## src/rtl/rvv_pkg.sv

```systemverilog
// ---------------------------------------------------------------------------
// rvv_pkg: shared vsew encodings, collector FSM states and SEW helpers
// Revision: 1.0
// ---------------------------------------------------------------------------
`default_nettype none

package rvv_pkg;

  typedef enum logic [1:0] {
    ST_IDLE    = 2'd0,
    ST_COLLECT = 2'd1,
    ST_WB      = 2'd2
  } state_e;

  localparam logic [2:0]  VSEW_E8  = 3'd0;
  localparam logic [2:0]  VSEW_E16 = 3'd1;
  localparam logic [2:0]  VSEW_E32 = 3'd2;
  localparam logic [2:0]  VSEW_E64 = 3'd3;
  localparam logic [16:0] ELEM_MAX = 17'h1FFFF;

  function automatic int unsigned sew_bits(input logic [2:0] vsew);
    return 32'd8 << vsew[1:0];
  endfunction

  function automatic logic vsew_reserved(input logic [2:0] vsew);
    return vsew[2];
  endfunction

endpackage

`default_nettype wire

```

## src/rtl/rvv_lane_merge.sv

```systemverilog
// ---------------------------------------------------------------------------
// rvv_lane_merge: one lane's write into the destination image (combinational)
// Revision: 1.0
// ---------------------------------------------------------------------------
`default_nettype none

module rvv_lane_merge
  import rvv_pkg::*;
#(
  parameter int VLEN = 128
) (
  input  logic [VLEN-1:0] img_i,
  input  logic [2:0]      vsew_i,
  input  logic            mask_mode_i,
  input  logic [16:0]     vl_i,
  input  logic            valid_i,
  input  logic [16:0]     idx_i,
  input  logic [63:0]     data_i,
  output logic [VLEN-1:0] img_o,
  output logic            wr_o,
  output logic            oor_o
);

  localparam int IW = $clog2(VLEN);

  logic [31:0]   emax;
  logic          in_range;
  logic [IW-1:0] ib;
  logic [IW-1:0] base;

  always_comb begin
    emax = 32'd0;
    if (mask_mode_i) begin
      emax = 32'(VLEN);
    end else if (!vsew_reserved(vsew_i)) begin
      emax = 32'(VLEN) / sew_bits(vsew_i);
    end
    in_range = (32'(idx_i) < emax) && (idx_i < vl_i);
    wr_o     = valid_i && in_range;
    oor_o    = valid_i && !in_range;

    // Low index bits suffice once in_range holds; base is the element's bit offset.
    ib   = idx_i[IW-1:0];
    base = (ib << 3) << vsew_i[1:0];

    img_o = img_i;
    if (wr_o) begin
      if (mask_mode_i) begin
        img_o[ib] = data_i[0];
      end else begin
        case (vsew_i)
          VSEW_E8:  img_o[base +: 8]  = data_i[7:0];
          VSEW_E16: img_o[base +: 16] = data_i[15:0];
          VSEW_E32: img_o[base +: 32] = data_i[31:0];
          VSEW_E64: img_o[base +: 64] = data_i[63:0];
          default:  ;
        endcase
      end
    end
  end

endmodule

`default_nettype wire

```

## src/rtl/rvv_vd_collector.sv

```systemverilog
// ---------------------------------------------------------------------------
// rvv_vd_collector: merges ALU lane results into a vd image and offers it for writeback
// Revision: 1.0
// ---------------------------------------------------------------------------
`default_nettype none

module rvv_vd_collector
  import rvv_pkg::*;
#(
  parameter int VLEN     = 128,
  parameter int NB_LANES = 1
) (
  input  logic                          clk_i,
  input  logic                          reset_i,
  input  logic                          start_i,
  input  logic [2:0]                    vsew_i,
  input  logic [16:0]                   vl_i,
  input  logic                          mask_mode_i,
  input  logic [VLEN-1:0]               vd_old_i,
  input  logic [(1<<NB_LANES)-1:0]      lane_valid_i,
  input  logic [64*(1<<NB_LANES)-1:0]   lane_data_i,
  input  logic [17*(1<<NB_LANES)-1:0]   lane_idx_i,
  input  logic                          alu_done_i,
  output logic                          wb_valid_o,
  input  logic                          wb_ready_i,
  output logic [VLEN-1:0]               wb_data_o,
  output logic [16:0]                   elem_count_o,
  output logic                          busy_o,
  output logic                          err_o
);

  localparam int NL = 1 << NB_LANES;

  state_e          state_q;
  logic [VLEN-1:0] img_q;
  logic [VLEN-1:0] img_d;
  logic [2:0]      vsew_q;
  logic [16:0]     vl_q;
  logic            mask_q;
  logic [16:0]     cnt_q;
  logic [16:0]     cnt_d;
  logic            err_q;
  logic            err_d;
  logic            wb_valid_q;

  logic [VLEN-1:0] chain [NL+1];
  logic [NL-1:0]   wr;
  logic [NL-1:0]   oor;
  logic [17:0]     sum;

  // Lanes are chained in order so a later lane overwrites an earlier one on a shared index.
  assign chain[0] = img_q;

  generate
    for (genvar g = 0; g < NL; g++) begin : g_lane
      rvv_lane_merge #(.VLEN(VLEN)) u_merge (
        .img_i       (chain[g]),
        .vsew_i      (vsew_q),
        .mask_mode_i (mask_q),
        .vl_i        (vl_q),
        .valid_i     (lane_valid_i[g]),
        .idx_i       (lane_idx_i[17*g +: 17]),
        .data_i      (lane_data_i[64*g +: 64]),
        .img_o       (chain[g+1]),
        .wr_o        (wr[g]),
        .oor_o       (oor[g])
      );
    end
  endgenerate

  always_comb begin
    img_d = chain[NL];
    err_d = err_q | (|oor);
    sum   = {1'b0, cnt_q};
    for (int i = 0; i < NL; i++) begin
      sum = sum + {17'b0, wr[i]};
    end
    cnt_d = (sum > {1'b0, ELEM_MAX}) ? ELEM_MAX : sum[16:0];
  end

  always_ff @(posedge clk_i or posedge reset_i) begin
    if (reset_i) begin
      state_q    <= ST_IDLE;
      img_q      <= '0;
      vsew_q     <= '0;
      vl_q       <= '0;
      mask_q     <= 1'b0;
      cnt_q      <= '0;
      err_q      <= 1'b0;
      wb_valid_q <= 1'b0;
    end else begin
      case (state_q)
        ST_IDLE: begin
          if (start_i) begin
            img_q   <= vd_old_i;
            vsew_q  <= vsew_i;
            vl_q    <= vl_i;
            mask_q  <= mask_mode_i;
            cnt_q   <= '0;
            err_q   <= vsew_reserved(vsew_i) && !mask_mode_i;
            state_q <= ST_COLLECT;
          end
        end
        ST_COLLECT: begin
          img_q <= img_d;
          cnt_q <= cnt_d;
          err_q <= err_d;
          if (alu_done_i) begin
            state_q    <= ST_WB;
            wb_valid_q <= 1'b1;
          end
        end
        ST_WB: begin
          if (wb_ready_i) begin
            state_q    <= ST_IDLE;
            wb_valid_q <= 1'b0;
          end
        end
        default: begin
          state_q    <= ST_IDLE;
          wb_valid_q <= 1'b0;
        end
      endcase
    end
  end

  assign wb_valid_o   = wb_valid_q;
  assign wb_data_o    = img_q;
  assign elem_count_o = cnt_q;
  assign busy_o       = (state_q != ST_IDLE);
  assign err_o        = err_q;

endmodule

`default_nettype wire
```

## config.mk

```make
export PLATFORM = sky130hd
export DESIGN_NAME = rvv_vd_collector
export DESIGN_NICKNAME = d
export VERILOG_FILES = /design/src/rtl/rvv_pkg.sv /design/src/rtl/rvv_lane_merge.sv /design/src/rtl/rvv_vd_collector.sv
export SDC_FILE = /design/constraint.sdc
export NUM_CORES = 2
export LEC_CHECK = 0
export ABC_CLOCK_PERIOD_IN_PS = 7400
export CAP_MARGIN = 20
export CORE_ASPECT_RATIO = 1.2
export CORE_MARGIN = 2
export CORE_UTILIZATION = 39
export DETAILED_ROUTE_END_ITERATION = 8
export SYNTH_ARGS = -nofsm -noshare
export SYNTH_HDL_FRONTEND = slang
export SYNTH_SLANG_ARGS = --single-unit
```

## constraint.sdc

```tcl
create_clock -name clk_i -period 7.4 [get_ports clk_i]
set_clock_uncertainty 0.1 [all_clocks]
set_input_delay 1.48 -clock clk_i [delete_from_list [all_inputs] [get_ports clk_i]]
set_output_delay 1.48 -clock clk_i [all_outputs]
set_load 0.02 [all_outputs]
```

==> results.py, run 1 <==
metrics = {
    "status": {
        "outcome": "stopped before the end",
        "lastStage": "global routing (5_1_grt)",
        "error": "[ERROR GRT-0116] Global routing finished with congestion. Check the congestion regions in the DRC Viewer.",
    },
    "yosys": {
        "postSynthNetCount": 7909,
        "synth_area_leaders": "a21oi_1, dfrtp_1, o21ai_0",
        "ys_types": 121,
        "ys_seq_area_share_pct": 8.994,
        "synth_edf_count": 0,
        "ys_seq_elements": 170,
        "yosysTopAreaCellShare_pct": 9.163,
        "synthArstFlopShare_pct": 100.0,
        "syn_area_per_cell_sq_um": 6.303,
        "syn_inst": 7504,
        "synth_top_area_cell": "a21oi_1",
        "yosysWarnings": 0,
        "synth-main-ff-cell": "dfrtp_1",
        "netlist_area_sq_um": 47300,
    },
    "global_route": {
        "grt_pass1_vias": 76310,
        "grt_usage_pct": 70.79,
        "grt_max_degree": 130,
        "grt_pass1_wl_mm": 629.6,
        "grt_overflow": 6,
    },
    "placement": {
        "gp_congestion": 1.211,
        "io_buffer_count": 465,
        "dpl.hpwl_mm": 329.0,
    },
    "clock_network": {
        "hold_buffers": 0,
        "cts_sinks": 170,
        "htreeDepth": 4,
        "cts-buffers-inserted": 17,
        "root_buffer": "clkbuf_16",
        "cts.path.max_buffers": 2,
        "cts_setup_buffers": 0,
        "ctsResizeCount": 0,
    },
    "floorplan": {
        "io-pin-count": 466,
        "core.rowCount": 139,
        "initial_core_util_pct": 39.42,
        "die_y_um": 385.5,
        "die-width_um": 321.9,
    },
}
stage by stage:
step | hold slack (ns) | utilization [%] | setup slack (ns) | instance area [sq um] | std cells
2_1_floorplan | 0.3607 | - | 0.7299 | 47300 | 7504
3_5_place_dp | 0.4057 | 46.26 | 0.01091 | 55510 | 9261
4_1_cts | 0.4166 | 46.78 | 0.4939 | 56140 | 9293
3_3_place_gp | 0.3965 | 46.24 | 0.02995 | 55490 | 9257
synthesized netlist by cell type (all sizes together) (129+ instances only):
cell / n
a211oi: 157
a21oi: 871
a221oi: 146
a22oi: 129
a31oi: 183
buf: 219
clkbuf: 581
dfrtp: 170
mux2i: 217
nand2: 901
nand3: 244
nor2: 642
nor3: 192
o211ai: 163
o21ai: 843
o22ai: 153
kinds of logic after synthesis:
| group | count (synthesis) | share of synthesized area, % |
|---|---|---|
| AOI/OAI and AO/OA | 3631 | 50.95 |
| muxes | 291 | 6.568 |
| adders and majority gates | 87 | 2.317 |
| DFF | 170 | 8.994 |
| xor gates and xnor gates | 1 | 0.01852 |
| and+or+nand+nor | 2422 | 23.43 |
| buffers and inverters | 902 | 7.716 |
layer usage:
layer,GRT usage (%),GRT overflow
met5,10.29,0
met3,52.29,1
met4,66.28,4
met1,75.21,0
met2,87.66,1
==> run 2, diff against run 1 <==
--- a/config.mk
+++ b/config.mk
@@ -7,10 +7,10 @@
 export LEC_CHECK = 0
 export ABC_CLOCK_PERIOD_IN_PS = 7400
 export CAP_MARGIN = 20
-export CORE_ASPECT_RATIO = 1.2
 export CORE_MARGIN = 2
-export CORE_UTILIZATION = 39
+export CORE_UTILIZATION = 24
 export DETAILED_ROUTE_END_ITERATION = 8
+export PLACE_DENSITY_LB_ADDON = 0.15
 export SYNTH_ARGS = -nofsm -noshare
 export SYNTH_HDL_FRONTEND = slang
 export SYNTH_SLANG_ARGS = --single-unit
==> run 2 against run 1 <==
Net effect:
- the run now ends clean
- area after synthesis unchanged
- synthesized cell count unchanged
==> results.py, run 2 <==
metrics = {
    "sta": {
        "fin_crit_ns": 7.002,
        "tns_ns": 0,
        "fmax_mhz": 142.8,
        "worstMarginPinSlew_ns": 1.392,
        "finalSetupViolations": 0,
        "slew_headroom_pct": 7.206,
        "final.period_utilization_pct": 94.62,
        "layout_setup_ws_ns": 0.3984,
        "slew_viol_final": 0,
        "hold_viol_final": 0,
        "rsz0062_at_grt": "no",
    },
    "clock_network": {
        "htreeDepth": 4,
        "clk_pin_slew_ns": 0.09,
        "cts_setup_buffers": 0,
        "hold_buffers": 0,
        "cts_tree": "done",
        "cts-buffers-inserted": 17,
        "root_buffer": "clkbuf_16",
        "clock_latency_ns": 0.56,
        "cts.path.max_buffers": 2,
        "ctsResizeCount": 0,
        "cts_sinks": 170,
    },
    "global_route": {
        "antenna_found_initial": 46,
        "grt_pass1_vias": 68840,
        "grt_overflow": 0,
        "grt_usage_pct": 49.68,
        "grt_pass1_wl_mm": 678.1,
        "grt_max_degree": 95,
    },
    "power": {
        "p_leak_uw": 0.02043,
        "p_per_area_nw_per_um2": 705.7,
        "ir_worst_vdd_v": 0.0004406,
    },
    "yosys": {
        "yosysTopAreaCellShare_pct": 9.163,
        "postSynthNetCount": 7909,
        "syn_area_per_cell_sq_um": 6.303,
        "synthMostInstantiatedCell": "nand2_1",
        "ys_seq_area_share_pct": 8.994,
        "ys_seq_elements": 170,
        "synth-main-ff-cell": "dfrtp_1",
        "synth_area_leaders": "a21oi_1, dfrtp_1, o21ai_0",
        "synth_common_cells": "nand2_1, a21oi_1, o21ai_0",
        "netlist_area_sq_um": 47300,
        "synth_edf_count": 0,
        "synthArstFlopShare_pct": 100.0,
        "yosysWarnings": 0,
        "syn_inst": 7504,
        "synth_top_area_cell": "a21oi_1",
        "ys_types": 121,
    },
    "placement": {
        "placedInstanceArea_sq_um": 58050,
        "dp_slack_ns": 0.3531,
        "io_buffer_count": 465,
        "dpl.hpwl_mm": 402.5,
        "gp_congestion": 1.061,
        "numPlacedInstances": 10480,
    },
    "status": {
        "outcome": "completed",
    },
    "floorplan": {
        "io-pin-count": 466,
        "die_area_sq_um": 200600,
        "coreArea_sq_um": 195400,
        "die-width_um": 447.9,
        "initial_core_util_pct": 24.21,
        "core.rowCount": 162,
        "die_y_um": 447.9,
    },
    "run": {
        "cap_viol_max_count": 0,
    },
    "setup_path": {
        "crit_required_ns": 7.72,
        "critPathLaunchType": "flop",
        "timing.rr.end": "wb_data_o[62]",
        "critPathMaxFanout": 10,
        "rr_startpoint": "vsew_q[0]",
        "reg2reg_slack_ns": 0.40,
        "critPathKind": "flop to flop",
        "reg2reg_depth": 20,
        "end_kind": "flop",
        "arrival_ns": 7.32,
    },
    "finish": {
        "fin_nets": 8277,
        "layout.cells.non_filler": 10540,
        "syn_to_final_growth_pct": 24.16,
        "mostFrequentLayoutCell": "nand2_1",
        "drive_above_1_share_pct": 12.56,
        "stdcell_area_sq_um": 58730,
        "largest_reg_flops": 128,
        "layout_common_cells": "nand2_1, a21oi_1, o21ai_0, buf_4, nor2_1",
    },
    "min_path": {
        "min_path_cells": 2,
        "hold_path_end": "wb_valid_o",
        "min-delay-start": "wb_valid_o",
        "min_path_type": "flop to flop",
    },
    "routing": {
        "vias_per_cell": 7.303,
        "num_vias": 76940,
        "drt_iter0_drc": 14260,
        "routed_wl_mm": 522.5,
        "drc": 0,
        "firstDrtPassIters": 8,
        "routedWlPerCell_um": 49.60,
        "postRouteAntennaNets": 0,
    },
}
run 2: report_power, final:
part	switching, uW	internal, uW	total, uW
logic	26900	10200	37100
registers	1920	1360	3280
clock network	588	500	1090
run 2: area by class of cell:
type | count | area [sq um]
Timing Repair Buffer | 1149 | 10230
Clock buffer | 19 | 452.9
Inverter | 102 | 394.1
Antenna cell | 26 | 65.06
Fill cell | 22000 | 136700
Multi-Input combinational cell | 6432 | 39880
Tap cell | 2624 | 3283
Clock inverter | 13 | 152.6
Sequential cell | 170 | 4264
run 2: cell families (layout without fill, tap and decap cells):
logic type / Yosys count / after routing / share of synthesized area (%)
buffers and inverters: 902 / 1283 / 7.716
muxes: 291 / 291 / 6.568
other: 0 / 26 / 0
xor gates and xnor gates: 1 / 1 / 0.01852
adders and majority gates: 87 / 87 / 2.317
and+or+nand+nor: 2422 / 2422 / 23.43
AOI/OAI and AO/OA: 3631 / 3631 / 50.95
DFF: 170 / 170 / 8.994
run 2: how the worst max path moves through the flow:
stage	from	endpoint	slack (ns)	depth (start not counted)
5_1_grt	vsew_q[0]	elem_count_o[4]	0.12	22
3_5_place_dp	lane_idx_i[1]	wb_data_o[62]	0.35	15
3_3_place_gp	lane_idx_i[1]	wb_data_o[13]	0.29	21
4_1_cts	vsew_q[0]	elem_count_o[8]	0.70	22
6_report	vsew_q[0]	wb_data_o[62]	0.40	20
2_1_floorplan	vsew_q[0]	elem_count_o[2]	0.73	31
run 2: per-layer routing:
| metal | vias to the layer above | wire, um | GRT usage, % |
|---|---|---|---|
| li1 | 30010 | - | - |
| met1 | 38160 | 206500 | 64.57 |
| met2 | 7106 | 203300 | 68.40 |
| met3 | 1643 | 66720 | 16.37 |
| met4 | 18 | 45940 | 34.63 |
| met5 | - | 116 | 0.1924 |
run 2: worst max-delay path: stages (launching register included):
cell	delay, ns
dfrtp_2	0.46
inv_1	0.50
ha_1	0.41
inv_1	0.17
ha_1	0.46
o21ai_0	0.46
ha_1	0.34
nand2_1	0.06
o21ai_0	0.14
a211o_1	0.32
a2111oi_1	0.28
buf_4	0.19
o311ai_4	0.19
inv_4	0.27
nand2_1	0.46
buf_4	0.32
o21ai_0	0.20
o21bai_1	0.54
a32oi_1	0.13
o21ai_0	0.66
a21oi_1	0.16
run 2: metrics by stage:
stage / hold WS [ns] / power (uW) / util [%]
6_report: 0.4468 / 41440 / 30.05
5_1_grt: 0.4698 / 41470 / 30.03
4_1_cts: 0.4474 / 38850 / 30.02
2_1_floorplan: 0.3607 / 19550 / -
3_3_place_gp: 0.4010 / 37820 / 29.69
3_5_place_dp: 0.4276 / 37620 / 29.71
No activity file was read; power rests on OpenSTA's default activity.
